## src/rtl/fpu_ctrl_pkg.sv

```systemverilog
// Shared types for the FPU issue controller: op codes, FSM states and the request record.
package fpu_ctrl_pkg;

    typedef enum logic [1:0] {
        OP_ADD = 2'b00,
        OP_SUB = 2'b01,
        OP_MUL = 2'b10,
        OP_DIV = 2'b11
    } op_e;

    typedef enum logic [1:0] {
        IDLE,
        ISSUE,
        WAIT,
        RESP
    } state_e;

    localparam logic [31:0] QNAN = 32'h7FC00000;

    localparam int unsigned DEF_TAG_W = 4;

    // Default request record; the top rebuilds it with its own TAG_W.
    typedef struct packed {
        op_e                  op;
        logic [31:0]          a;
        logic [31:0]          b;
        logic [DEF_TAG_W-1:0] tag;
    } req_t;

endpackage

```

## src/rtl/fpu_req_fifo.sv

```systemverilog
// Request FIFO: DEPTH entries (power of 2), pointers wrap naturally, occupancy exported.
module fpu_req_fifo
    import fpu_ctrl_pkg::*;
#(
    parameter int unsigned DEPTH = 4,
    parameter type         T     = req_t
) (
    input  logic                   clk,
    input  logic                   reset,
    input  logic                   i_push,
    input  T                       i_data,
    input  logic                   i_pop,
    output T                       o_head,
    output logic                   o_full,
    output logic                   o_empty,
    output logic [$clog2(DEPTH):0] o_count
);

    localparam int unsigned   AW       = $clog2(DEPTH);
    localparam logic [AW-1:0] PTR_ONE  = AW'(1);
    localparam logic [AW:0]   CNT_ONE  = (AW+1)'(1);
    localparam logic [AW:0]   CNT_FULL = (AW+1)'(DEPTH);

    T              r_mem [DEPTH];
    logic [AW-1:0] r_wr_ptr;
    logic [AW-1:0] r_rd_ptr;
    logic [AW:0]   r_count;
    logic          w_push;
    logic          w_pop;

    assign o_full  = (r_count == CNT_FULL);
    assign o_empty = (r_count == '0);
    assign w_push  = i_push && !o_full;
    assign w_pop   = i_pop && !o_empty;
    assign o_head  = r_mem[r_rd_ptr];
    assign o_count = r_count;

    always_ff @(posedge clk) begin
        if (w_push) begin
            r_mem[r_wr_ptr] <= i_data;
        end
    end

    always_ff @(posedge clk or negedge reset) begin
        if (!reset) begin
            r_wr_ptr <= '0;
            r_rd_ptr <= '0;
            r_count  <= '0;
        end else begin
            if (w_push) begin
                r_wr_ptr <= r_wr_ptr + PTR_ONE;
            end
            if (w_pop) begin
                r_rd_ptr <= r_rd_ptr + PTR_ONE;
            end
            unique case ({w_push, w_pop})
                2'b10:   r_count <= r_count + CNT_ONE;
                2'b01:   r_count <= r_count - CNT_ONE;
                default: r_count <= r_count;
            endcase
        end
    end

endmodule

```

## src/rtl/fpu_issue_ctrl.sv

```systemverilog
// Sequencer in front of the FPU: buffers tagged requests, issues one op at a time,
// waits for the FPU (with a watchdog) and returns the tagged result in request order.
module fpu_issue_ctrl
    import fpu_ctrl_pkg::*;
#(
    parameter int unsigned DEPTH   = 4,
    parameter int unsigned TAG_W   = 4,
    parameter int unsigned TIMEOUT = 64
) (
    input  logic                   clk,
    input  logic                   reset,
    input  logic                   req_valid,
    output logic                   req_ready,
    input  logic [1:0]             req_op,
    input  logic [31:0]            req_a,
    input  logic [31:0]            req_b,
    input  logic [TAG_W-1:0]       req_tag,
    output logic                   resp_valid,
    input  logic                   resp_ready,
    output logic [31:0]            resp_result,
    output logic [TAG_W-1:0]       resp_tag,
    output logic                   resp_err,
    output logic                   fpu_valid,
    output logic [1:0]             fpu_op_sel,
    output logic [31:0]            fpu_din1,
    output logic [31:0]            fpu_din2,
    input  logic [31:0]            fpu_result,
    input  logic                   fpu_ready,
    output logic [$clog2(DEPTH):0] q_count
);

    localparam int unsigned    WDW     = $clog2(TIMEOUT);
    localparam logic [WDW-1:0] WD_ONE  = WDW'(1);
    localparam logic [WDW-1:0] WD_LAST = WDW'(TIMEOUT - 1);

    typedef struct packed {
        op_e              op;
        logic [31:0]      a;
        logic [31:0]      b;
        logic [TAG_W-1:0] tag;
    } req_w_t;

    req_w_t           w_push_data;
    req_w_t           w_head;
    logic             w_full;
    logic             w_empty;
    logic             w_push;
    logic             w_pop;
    logic [WDW-1:0]   w_wd_next;

    state_e           r_state;
    logic             r_fpu_valid;
    logic [1:0]       r_op_sel;
    logic [31:0]      r_din1;
    logic [31:0]      r_din2;
    logic [TAG_W-1:0] r_tag;
    logic [WDW-1:0]   r_wd;
    logic             r_resp_valid;
    logic [31:0]      r_resp_result;
    logic [TAG_W-1:0] r_resp_tag;
    logic             r_resp_err;

    assign req_ready   = !w_full;
    assign w_push      = req_valid && !w_full;
    assign w_push_data = '{op: op_e'(req_op), a: req_a, b: req_b, tag: req_tag};
    // A pop happens from IDLE, or from RESP in the same cycle the response is taken.
    assign w_pop       = !w_empty && ((r_state == IDLE) || ((r_state == RESP) && resp_ready));
    assign w_wd_next   = r_wd + WD_ONE;

    fpu_req_fifo #(
        .DEPTH (DEPTH),
        .T     (req_w_t)
    ) u_fifo (
        .clk     (clk),
        .reset   (reset),
        .i_push  (w_push),
        .i_data  (w_push_data),
        .i_pop   (w_pop),
        .o_head  (w_head),
        .o_full  (w_full),
        .o_empty (w_empty),
        .o_count (q_count)
    );

    always_ff @(posedge clk or negedge reset) begin
        if (!reset) begin
            r_state       <= IDLE;
            r_fpu_valid   <= 1'b0;
            r_op_sel      <= '0;
            r_din1        <= '0;
            r_din2        <= '0;
            r_tag         <= '0;
            r_wd          <= '0;
            r_resp_valid  <= 1'b0;
            r_resp_result <= '0;
            r_resp_tag    <= '0;
            r_resp_err    <= 1'b0;
        end else begin
            r_fpu_valid <= w_pop;
            if (w_pop) begin
                r_op_sel <= w_head.op;
                r_din1   <= w_head.a;
                r_din2   <= w_head.b;
                r_tag    <= w_head.tag;
            end
            unique case (r_state)
                IDLE: begin
                    if (w_pop) begin
                        r_state <= ISSUE;
                    end
                end
                ISSUE: begin
                    r_wd    <= '0;
                    r_state <= WAIT;
                end
                WAIT: begin
                    // A ready in the final watchdog cycle still wins over the abort.
                    if (fpu_ready) begin
                        r_resp_result <= fpu_result;
                        r_resp_err    <= 1'b0;
                        r_resp_tag    <= r_tag;
                        r_resp_valid  <= 1'b1;
                        r_state       <= RESP;
                    end else if (w_wd_next == WD_LAST) begin
                        r_resp_result <= QNAN;
                        r_resp_err    <= 1'b1;
                        r_resp_tag    <= r_tag;
                        r_resp_valid  <= 1'b1;
                        r_state       <= RESP;
                    end else begin
                        r_wd <= w_wd_next;
                    end
                end
                RESP: begin
                    if (resp_ready) begin
                        r_resp_valid <= 1'b0;
                        r_state      <= w_pop ? ISSUE : IDLE;
                    end
                end
            endcase
        end
    end

    assign fpu_valid   = r_fpu_valid;
    assign fpu_op_sel  = r_op_sel;
    assign fpu_din1    = r_din1;
    assign fpu_din2    = r_din2;
    assign resp_valid  = r_resp_valid;
    assign resp_result = r_resp_result;
    assign resp_tag    = r_resp_tag;
    assign resp_err    = r_resp_err;

endmodule

```

## config.mk

```make
export PLATFORM = sky130hd
export DESIGN_NAME = fpu_issue_ctrl
export DESIGN_NICKNAME = d
export VERILOG_FILES = /design/src/rtl/fpu_ctrl_pkg.sv /design/src/rtl/fpu_req_fifo.sv /design/src/rtl/fpu_issue_ctrl.sv
export SDC_FILE = /design/constraint.sdc
export NUM_CORES = 1
export LEC_CHECK = 0
export ABC_AREA = 1
export BUFFER_PORTS_ARGS = -buffer_cell sky130_fd_sc_hd__buf_4
export CAP_MARGIN = 20
export CORE_ASPECT_RATIO = 0.5
export CORE_UTILIZATION = 49
export DETAILED_ROUTE_END_ITERATION = 10
export PLACE_DENSITY = 0.68
export SLEW_MARGIN = 20
export SYNTH_ARGS = -nofsm -noshare
export SYNTH_HDL_FRONTEND = slang
export SYNTH_SLANG_ARGS = --single-unit
export TNS_END_PERCENT = 100
```

## constraint.sdc

```tcl
create_clock -name clk -period 5.2 [get_ports clk]
set_input_delay 0.26 -clock clk [delete_from_list [all_inputs] [get_ports clk]]
set_output_delay 0.26 -clock clk [all_outputs]
set_load 0.05 [all_outputs]
```

==> results of run 1 <==
[synth_stat cells]
| master | number |
|---|---|
| nor2_2 | 1 |
| or2_2 | 9 |
| nand3_2 | 2 |
| ha_1 | 12 |
| nand2_4 | 23 |
| buf_2 | 21 |
| xor2_1 | 3 |
| buf_4 | 1 |
| a21oi_1 | 5 |
| inv_1 | 25 |
| xnor2_1 | 1 |
| edfxtp_1 | 280 |
| xnor2_2 | 1 |
| nand2_1 | 82 |
| nand3_4 | 1 |
| dfrtp_1 | 124 |
| nor2_1 | 360 |
| nand3_1 | 29 |
| o21ai_0 | 144 |
| nand4_2 | 1 |
| fa_1 | 1 |
| a31oi_1 | 70 |
| buf_12 | 2 |
| nand3b_1 | 1 |
| inv_2 | 3 |
| nor2_4 | 1 |
| o22ai_1 | 1 |
| clkbuf_1 | 44 |
| nand4_1 | 3 |
| nand2_2 | 23 |
[where the power goes]
part / switching, mW / leakage [nW] / internal (mW)
combinational: 3.67 / 3.14 / 1.52
clock: 1.15 / 0.588 / 1.55
sequential: 0.555 / 4.01 / 4.42
[layer usage]
layer	GRT usage, %	wire [um]
met5	0	0
met4	5.39	589
met3	3.78	1960
met2	39.7	18300
met1	27.6	14900
[flip-flops by register name (all words and copies together), names as in the netlist, 3 cells and up]
name / count
u_fifo.o_count: 3
u_fifo.r_mem: 280
fpu_din2: 32
resp_tag: 4
resp_result: 32
r_wd: 6
fpu_din1: 32
r_tag: 4
[worst min-delay path: cells and delay by family]
kind | cells | cell delay [ns]
and+or+nand+nor | 3 | 0.18
buffers and inverters | 1 | 0.07
[kinds of logic (layout without fill, tap and decap cells)]
logic type,Yosys count,count (layout)
fa+ha+maj,13,13
xor+xnor,5,5
flops,404,404
compound gates,220,220
simple gates,536,536
buf+inv,96,416
[path summary, 6_finish.rpt]
path / start / endpoint / slack (ns) / depth (start not counted)
setup / recovery: u_fifo.r_rd_ptr[0]$_DFFE_PN0P_ / fpu_din1[27]$_DFFE_PN0P_ / 1.78 / 4
hold / removal: fpu_result[29] / resp_result[29]$_DFFE_PN0P_ / 0.02 / 4
setup reg to reg: u_fifo.r_rd_ptr[0]$_DFFE_PN0P_ / fpu_din1[27]$_DFFE_PN0P_ / 1.78 / 4
hold reg to reg: r_tag[2]$_DFFE_PN0P_ / resp_tag[2]$_DFFE_PN0P_ / 0.47 / 2
max in group asynchronous: reset / u_fifo.r_rd_ptr[0]$_DFFE_PN0P_ / 3.59 / 3
min in group asynchronous: reset / resp_result[7]$_DFFE_PN0P_ / 0.40 / 2
[what timing repair did]
item,in CTS,in global routing
resized for setup,0,0
hold buffers,96,0
buffers inserted,0,0
endpoints found under the hold margin,388,0
[layout make-up]
type	instances	area, um2	area share (%)
clock inverters	14	160	0.807
flip-flops and latches	404	11500	58.0
well taps	423	529	2.67
clock buffers	51	1040	5.24
multi-input cells	774	3800	19.1
inverters	28	109	0.549
repair buffers	323	2690	13.6
==> reports/results.ini, run 1 <==
[floorplan]
die_area_mm2 = 0.0328
chipWidth_um = 255
placementRows = 45
start_util_pct = 50.8
ioPinCount = 216
chipHeight_um = 129
core_mm2 = 0.0309

[finish]
layout_common_cells = 356 x nor2_1, 280 x edfxtp_1, 225 x buf_4
final_util_pct = 64.2
drive_gt1_share_pct = 22.1
fin_area_mm2 = 0.0198
diodes = 0
fin_nets = 1687
stdcell_count = 2017
fill_cells = 2271
synthToLayoutAreaGrowth_pct = 26.4
layout_commonest_cell = nor2_1

[synthesis]
ys_top_cells_by_area = edfxtp_1 54%, dfrtp_1 20%, nor2_1 8.6%
ys_seq_elements = 404
synth_top_family_by_area = simple AND/OR/NAND/NOR gates
synthAdderAreaFrac_pct = 1.08
synth.top_cell.area_share_pct = 53.5
yosysSeqAreaShare_pct = 73.3
yosysUniqueCellTypes = 30
syn_nets = 1394
synth_largest_area_cell = edfxtp_1
netlist_area_mm2 = 0.0157
yosys.area_share.simple_pct = 15.0
synth_compound_gate_area_share_pct = 7.58
synth_warnings = 0
synthMuxAreaShare_pct = 0
synth.avg_cell_area_um2 = 12.3
synth_xor_area_share_pct = 0.327
syn-instance-count = 1274

[critical_path]
arrival_ns = 3.77
cp_max_fo = 88
required_ns = 5.55
worstSetupPathType = reg2reg
crit_path_start_kind = register
cp_num_buf_inv = 2
cp_cell_sequence = clkinv_2, buf_4, o21ai_0, a31oi_1
cpLargestDelayFamily = buffers and inverters
cp_slowest_cell = dfrtp_4
max_stage_delay_ns = 1.07
cp-end-kind = register

[cts]
clock-sinks = 404
worstSkewPairLatency_ns = 0.54
cts_tree = built
clk_pin_slew_ns = 0.07
cts_root_buf = clkbuf_16
clock_path_buffers = 3
htreeDepth = 2
cts_buffers = 36

[drt]
via_count = 10600
totalWireLength_um = 35800
dr.pass1.iters = 4
drt.antenna.violating_nets = 0
wl_per_cell_um = 17.8
detailedRoute.firstIterationViolations = 736
vias_per_cell = 5.25
drcViolationCount = 0

[power_and_ir_drop]
power.density_mw_per_mm2 = 649
p_total_mw = 12.9
irDropWorstVdd_mv = 0.291
leakage_nw = 7.73

[timing]
fin_ws_ns = 1.78
slew_violations = 0
slew_headroom_pct = 34.5
skew_ns = 0.0253
hold_viol = 0
timing.hold.ws_ns = 0.0234
period_minus_slack_ns = 3.42
setup_viol = 0
timing.final.crit_share_pct = 65.8
tns_ns = 0
tightest_slew_ns = 0.982
fmax_mhz = 292
rsz0062_at_grt = no

[placement]
gp_congestion = 0.738
placed_area_mm2 = 0.0177
port_buffers = 215
place_hpwl_um = 20100
post-place-cells = 1856
dp_worst_setup_slack_ns = 1.85

[grt]
grt_util_all_layers_pct = 22.0
antenna_found_initial = 0
grt_start_max_net_pins = 89
grt_pass1_wl_um = 55800
grt-ovfl-total = 0
first_global_vias = 10500

[min_path]
hold_path_class = in2reg

[outcome]
outcome = completed

[run]
cap_violations = 0

Power figures use the tool's default switching activity.
==> run 2: changes to the inputs <==
Clock period 5.2 ns to 3.5 ns, I/O delays scaled along.
==> reports/results.ini, run 2 (synthesis gave the netlist of run 1 again) <==
[finish]
final_util_pct = 64.7
regArea_mm2 = 0.0115
largest_reg_flops = 280
layout_common_cells = 356 x nor2_1, 280 x edfxtp_1, 224 x buf_4
top_register = u_fifo.r_mem
drive_gt1_share_pct = 22.2
fill_cells = 2301
multiInputGateArea_mm2 = 0.00380
fin_area_mm2 = 0.0200
synthToLayoutAreaGrowth_pct = 27.4
layout_commonest_cell = nor2_1
fin_nets = 1698

[cts]
worstSkewPairLatency_ns = 0.55
htreeDepth = 2
cts_tree = built
cts_root_buf = clkbuf_16
clk_pin_slew_ns = 0.07
cts_buffers = 36
clock_path_buffers = 3
clock-sinks = 404

[critical_path]
rrSetupSlack_ns = 1.15
cp_max_fo = 24
reg2reg_from = r_state[0]$_DFFE_PN0P_
crit_path_start_kind = register
max_stage_delay_ns = 0.69
worstSetupPathType = reg2reg
cp-end-kind = register
rr_endpoint = resp_result[10]$_DFFE_PN0P_
cp_cell_sequence = inv_1, ha_1, nand2_1, inv_1, nand2_1, nand2_2
cp_slowest_cell = inv_1
required_ns = 3.97
crit_start = r_state[0]$_DFFE_PN0P_
arrival_ns = 2.82
reg2reg_depth = 6

[run]
cap_violations = 0

[min_path]
hold_end = r_wd[0]$_DFFE_PN0P_
hold_path_class = in2reg
hold_depth = 4
hold_path.startpoint = fpu_ready

[floorplan]
ioPinCount = 216
placementRows = 45
chipHeight_um = 129
die_area_mm2 = 0.0328
start_util_pct = 50.8
core_mm2 = 0.0309
chipWidth_um = 255

[timing]
slew_violations = 0
tightest_slew_ns = 1.01
slew_headroom_pct = 32.6
period_minus_slack_ns = 2.35
rsz0062_at_grt = no
setup_viol = 0
hold_viol = 0
fmax_mhz = 425
timing.final.crit_share_pct = 67.2
skew_ns = 0.0269

[power_and_ir_drop]
leakage_nw = 7.80
p_seq_share_pct = 37.6
irDropWorstVdd_mv = 0.549
p_sw_mw = 8.04
cell_internal_pwr_mw = 11.2
p_clk_share_pct = 21.1
swShare_pct = 41.8
power.density_mw_per_mm2 = 962
share_comb_of_total_power_pct = 41.3

[placement]
placed_area_mm2 = 0.0178
gp_congestion = 0.784
place_hpwl_um = 19600
port_buffers = 215

[grt]
grt-ovfl-total = 0
grt_pass1_wl_um = 55500
grt_util_all_layers_pct = 21.9
grt_start_max_net_pins = 143
antenna_found_initial = 1
first_global_vias = 10500

[drt]
drcViolationCount = 0
drt.antenna.violating_nets = 0
vias_per_cell = 5.20
detailedRoute.firstIterationViolations = 837
via_count = 10600
wl_per_cell_um = 17.7
dr.pass1.iters = 5
totalWireLength_um = 35900

[outcome]
outcome = completed

-- run 2: changes by cell type in the layout (fill, tap and decap cells not counted), sizes merged --
cell / delta
buf: +4
clkbuf: -8
diode: +1
dlygate4sd3: +7
bufinv: +2
clkinv: +4
inv: +3
-- run 2: worst max path at each step --
stage,to,slack (ns)
after floorplan,u_fifo.r_mem[0][0]$_DFFE_PP_,-0.42
after global placement,u_fifo.o_count[2]$_DFFE_PN0P_,1.24
after detailed placement,u_fifo.o_count[2]$_DFFE_PN0P_,1.17
after CTS,resp_result[7]$_DFFE_PN0P_,1.12
after global routing,resp_result[16]$_DFFE_PN0P_,0.87
final,resp_result[10]$_DFFE_PN0P_,1.15
-- run 2: per-stage QoR --
| step | hold slack (ns) | TNS, ns | setup slack, ns | std cells | power [mW] |
|---|---|---|---|---|---|
| floorplan | -0.121 | -118.94 | -0.425 | 1274 | 12.7 |
| detailed placement | 0.330 | 0 | 1.17 | 1860 | 15.2 |
| global route | 0.0424 | 0 | 0.867 | 2030 | 20.3 |
| CTS | 0.00978 | 0 | 1.12 | 2029 | 19.4 |
| finish | 0.0320 | 0 | 1.15 | 2030 | 19.2 |
| global placement | 0.330 | 0 | 1.24 | 1860 | 15.0 |
-- run 2: worst max-delay path, delay by kind of cell, from the launching register on --
kind,cells,cell delay [ns]
adder cells (fa/ha/maj),1,0.35
buffers and inverters,2,0.84
flip-flops,1,0.43
AND/OR/NAND/NOR,3,0.64
-- run 2: metal layers --
| layer | track usage [%] | up-vias | part of all wire [%] |
|---|---|---|---|
| met5 | 0 | - | 0 |
| met4 | 5.92 | 0 | 1.8 |
| met3 | 3.62 | 51 | 4.6 |
| met2 | 39.2 | 261 | 51 |
| met1 | 27.7 | 5224 | 42 |
| li1 | - | 5024 | - |
-- run 2: power groups by stage --
| stage | registers, mW | clock network (mW) | logic (mW) |
|---|---|---|---|
| detailed placement | 7.34 | 0 | 7.87 |
| global route | 7.36 | 4.32 | 8.63 |
| finish | 7.24 | 4.06 | 7.95 |
| global placement | 7.28 | 0 | 7.73 |
| CTS | 7.25 | 4.14 | 8.01 |
| floorplan | 9.30 | 0 | 3.45 |
-- run 2: what timing repair did --
item,in CTS,in global routing
setup buffers,0,0
endpoints found under the hold margin,393,0
endpoints found under the setup margin,0,0
hold buffers,103,0
gates resized for setup,0,0
-- run 2: area by class of cell --
cell class / count / area share [%]
Clock buffer: 43 / 4.63
Multi-Input combinational cell: 774 / 19.0
Antenna cell: 1 / 0.0125
Timing Repair Buffer: 334 / 14.2
Inverter: 28 / 0.544
Sequential cell: 404 / 57.6
Clock inverter: 23 / 1.39
Tap cell: 423 / 2.65
